--- src/rtl/prime_index_decoder.sv ---
// Sequential inverse of the prime lookup table: reports whether a captured 8-bit value
// is prime and how many primes lie below it, using one trial-division subtract per cycle.
module prime_index_decoder #(
  parameter int W_VAL = 8,
  parameter int W_IDX = 6
) (
  input  logic             clk,
  input  logic             rst_n,
  input  logic             start,
  input  logic [W_VAL-1:0] value,
  output logic             busy,
  output logic             done,
  output logic             is_prime,
  output logic [W_IDX-1:0] index
);

  localparam int WN = W_VAL + 1;      // candidate/remainder width: holds v+1
  localparam int WD = W_VAL / 2 + 1;  // divisor width: reaches sqrt(2^W_VAL)

  typedef enum logic [2:0] {
    S_IDLE, S_NEXT, S_TEST, S_MOD, S_PRIME, S_COMP, S_FINISH
  } state_t;

  state_t           state;
  logic [W_VAL-1:0] v;
  logic [WN-1:0]    n;
  logic [WD-1:0]    d;
  logic [WN-1:0]    r;
  logic [W_IDX-1:0] cnt;

  logic [WN-1:0] d_ext, dd, v_ext;
  assign d_ext = WN'(d);
  assign dd    = d_ext * d_ext;
  assign v_ext = {1'b0, v};

  always_ff @(posedge clk or negedge rst_n) begin
    if (!rst_n) begin
      state    <= S_IDLE;
      v        <= '0;
      n        <= '0;
      d        <= '0;
      r        <= '0;
      cnt      <= '0;
      busy     <= 1'b0;
      done     <= 1'b0;
      is_prime <= 1'b0;
      index    <= '0;
    end else begin
      done <= 1'b0;
      case (state)
        S_IDLE: begin
          if (start) begin
            v        <= value;
            n        <= WN'(2);
            cnt      <= '0;
            busy     <= 1'b1;
            is_prime <= 1'b0;
            state    <= S_NEXT;
          end
        end
        // done is raised on entry to FINISH so it overlaps the last busy cycle
        S_NEXT: begin
          if (n > v_ext || v < W_VAL'(2)) begin
            index <= cnt;
            done  <= 1'b1;
            state <= S_FINISH;
          end else begin
            d     <= WD'(2);
            state <= S_TEST;
          end
        end
        S_TEST: begin
          if (dd > n) state <= S_PRIME;
          else begin
            r     <= n;
            state <= S_MOD;
          end
        end
        S_MOD: begin
          if (r >= d_ext) r <= r - d_ext;
          else if (r == '0) state <= S_COMP;
          else begin
            d     <= d + WD'(1);
            state <= S_TEST;
          end
        end
        S_PRIME: begin
          if (n == v_ext) begin
            is_prime <= 1'b1;
            index    <= cnt;
            done     <= 1'b1;
            state    <= S_FINISH;
          end else begin
            cnt   <= cnt + W_IDX'(1);
            n     <= n + WN'(1);
            state <= S_NEXT;
          end
        end
        S_COMP: begin
          if (n == v_ext) begin
            is_prime <= 1'b0;
            index    <= cnt;
            done     <= 1'b1;
            state    <= S_FINISH;
          end else begin
            n     <= n + WN'(1);
            state <= S_NEXT;
          end
        end
        S_FINISH: begin
          busy  <= 1'b0;
          state <= S_IDLE;
        end
        default: state <= S_IDLE;
      endcase
    end
  end

endmodule

--- config.mk ---
export PLATFORM = sky130hd
export DESIGN_NAME = prime_index_decoder
export DESIGN_NICKNAME = d
export VERILOG_FILES = /design/src/rtl/prime_index_decoder.sv
export SDC_FILE = /design/constraint.sdc
export NUM_CORES = 1
export LEC_CHECK = 0
export CORE_MARGIN = 2
export CORE_UTILIZATION = 40
export DETAILED_ROUTE_END_ITERATION = 7
export PLACE_DENSITY = 0.55
export SLEW_MARGIN = 20
export SYNTH_ARGS = -nofsm -noshare
export SYNTH_HDL_FRONTEND = slang
export SYNTH_SLANG_ARGS = --single-unit
--- constraint.sdc ---
create_clock -name clk -period 7 [get_ports clk]
set_clock_uncertainty 0.2 [all_clocks]
set_input_delay 1.05 -clock clk [delete_from_list [all_inputs] [get_ports clk]]
set_output_delay 1.05 -clock clk [all_outputs]
set_load 0.005 [all_outputs]
==> impl_metrics.toml <==
[clock_network]
cts.sinks = 49
cts_root_buf = "clkbuf_8"
cts_tree = "done"
postCtsSetupBuffers = 0
clk_path_buf_depth = 2
cts_resized = 0
clk_pin_slew_ns = 0.11
cts_hold_buf = 0
clock_latency_ns = 0.31
cts_htree_levels = 2
cts_buffers = 5

[logic_synthesis]
yosysWarnings = 0
yosysTopAreaCell = "dfrtp_1"
synth_common_cells = "49 x dfrtp_1, 34 x inv_1, 33 x ha_1"
async_flop_share_pct = 100
synth_area_um2 = 3480
synth_area_leaders = "dfrtp_1 35%, ha_1 12%, inv_1 3.7%"
synth_top_area_share_pct = 35.3
ys_seq_elements = 49
synth_edf_count = 0
synthCells = 371
dominantRegCellSynth = "dfrtp_1"
syn_nets = 420
syn_avg_cell_area_um2 = 9.37
yosysSeqAreaShare_pct = 35.3
yosysMostFrequentCell = "dfrtp_1"
ys_types = 56

[placed_design]
placed_cells = 490
port_buffers = 19
gp_congestion = 0.841
hpwlAfterDp_mm = 5.99

[drt]
wl_per_cell_um = 15.9
drt-initial-drc-count = 162
drcViolationCount = 0
via_per_inst = 5.55
drt_first_pass_iters = 4
antenna_left = 0
drt_wl_total_mm = 7.92
via_count = 2764

[die]
coreArea_um2 = 8590
start_util_pct = 40.5
num_rows = 34
pin_count = 20
die_x_um = 97.2
dieArea_um2 = 9450
die_y_um = 97.2

[global_route]
track_usage_pct = 17.9
grt_pass1_vias = 2729
grt_max_degree = 50
grt_pass1_wl_mm = 13.8
antenna_found_initial = 0
overflow = 0

[cells_and_area]
antenna_cells = 0
drive_above_1_share_pct = 7.69
fillers = 835
utilization_pct = 45.2
area_growth_pct = 11.8
final_cells = 498
nets = 438

[sta]
fin_crit_ns = 5.62
period_share_pct = 80.3
worst_hold_slack_ns = 0.293
rsz0062_at_grt = "false"
slew-limit-headroom_pct = 28.5
fmax_mhz = 178
maxSlewViolCount = 0
final-hold-violation-count = 0
setup_viol = 0
fin_tns_setup_ns = 0
tightest_slew_ns = 1.06

[worst_setup_path]
cp_slowest_stage_delay_ns = 0.89
crit_slowest_cell = "o311ai_0"
worstSetupPathType = "reg -> reg"
reg2reg_slack_ns = 1.38
start_kind = "register"
end_kind = "register"
crit_chain = "nand2_1 > fa_1 > fa_1 > fa_1 > inv_1 > ha_1 > a21o_1 > a21oi_1 > o21bai_1 > a21oi_1 > xnor2_1 > ha_1 > o21ai_0 > o21ai_0 > o311ai_0 > a21boi_4 > mux2_2"
required_ns = 7.00
critPathMaxFanout = 9
arrival_ns = 5.62
cp_common_cell = "fa_1"

[job]
maxCapViolations = 0

[power_and_ir_drop]
clkPwrFrac_pct = 16.1
vdd_drop_max_uv = 119
switching_share_pct = 43.6
power.density_nw_per_um2 = 347
combPwrFrac_pct = 50.8
p_int_uw = 760
leakagePower_nw = 1.75
switching_power_uw = 587
pwr-share-seq_pct = 33.2

[worst_hold_path]
worstHoldPathType = "reg -> reg"

[status]
status = "complete, no violations"
[worst max-delay path, delay by kind of cell, from the launching register on]
family,cells,cell delay [ns]
AO/OA/AOI/OAI,8,2.03
XOR/XNOR,1,0.14
adder cells (fa/ha/maj),5,2.08
buffers and inverters,1,0.04
flip-flops,1,0.52
multiplexers,1,0.34
AND/OR/NAND/NOR,1,0.16
[logic make-up (layout without fill, tap and decap cells)]
family                   after synthesis  count (layout)  share of synthesized area (%)
buffers and inverters                 44              63                           5.00
adder cells (fa/ha/maj)               38              38                           14.8
AND/OR/NAND/NOR                      112             112                           15.8
multiplexers                          13              13                           4.14
flip-flops                            49              49                           35.3
AO/OA/AOI/OAI                         97              97                           20.5
XOR/XNOR                              18              18                           4.53
[state kept, by name (all words and copies together), names as in the netlist]
| register | flops |
|---|---|
| is_prime | 1 |
| r | 9 |
| cnt | 6 |
| d | 5 |
| v | 8 |
| index | 6 |
| n | 9 |
| busy | 1 |
| done | 1 |
| state | 3 |
[layout make-up]
cell class / instances / area, µm² / share of cell area, %
multi-input combinational: 278 / 2080 / 53.6
sequential: 49 / 1230 / 31.5
timing repair buffer: 21 / 200 / 5.15
tap: 108 / 135 / 3.48
inverter: 34 / 128 / 3.28
clock buffer: 5 / 68.8 / 1.77
clock inverter: 3 / 47.5 / 1.22
[cell usage in the layout (no fill, tap or decap), types with 3 or more instances in the layout]
cell              n
nor4_1            5
a211oi_1          6
or4_1             3
nand2_1          32
xor2_1            5
nand4_1           6
and3_1            3
or3_1             4
fa_1              5
mux2_2           11
o21ai_0          21
nand3_1          12
o311ai_0          3
a21o_1            5
clkdlybuf4s50_1  18
nor3_1            5
nor2b_1           5
nor2_1           26
ha_1             33
clkbuf_8          5
o211ai_1         12
a21oi_1          14
dfrtp_1          49
o2111ai_1         3
inv_1            34
nand2b_1          4
o21a_1            3
xnor2_1          13
[power groups by stage]
stage / clock [mW] / sequential [mW] / combinational, mW
after detailed placement: 0 / 0.450 / 0.677
after floorplan: 0 / 0.422 / 0.528
after global placement: 0 / 0.450 / 0.672
after CTS: 0.223 / 0.446 / 0.681
final: 0.216 / 0.447 / 0.684
after global routing: 0.236 / 0.461 / 0.765
[worst paths after layout]
path                            startpoint      to  depth (start not counted)
worst min register to register        v[0]    v[0]                          2
worst max register to register        d[1]    r[1]                         17
min in group asynchronous            rst_n  cnt[4]                          2
worst max-delay path                  d[1]    r[1]                         17
worst min-delay path                  v[0]    v[0]                          2
max in group asynchronous            rst_n    r[4]                          2
[routing by layer]
| layer | part of all wire (%) | wire length [µm] | vias to the layer above | GRT usage, % |
|---|---|---|---|---|
| met3 | 2.4 | 192 | 7 | 2.01 |
| met2 | 46 | 3660 | 35 | 28.4 |
| met1 | 50 | 3990 | 1330 | 26.3 |
| li1 | - | - | 1392 | - |
| met4 | 0.99 | 78 | 0 | 4.27 |
| met5 | 0 | 0 | - | 0 |
[metrics by stage]
step | cell area [µm²] | power [mW] | setup slack (ns)
global route | 3890 | 1.46 | 0.939
detailed placement | 3770 | 1.13 | 1.42
floorplan | 3480 | 0.950 | 1.91
CTS | 3890 | 1.35 | 1.39
global placement | 3770 | 1.12 | 1.52
finish | 3890 | 1.35 | 1.38
(Power assumes the default switching activity.)
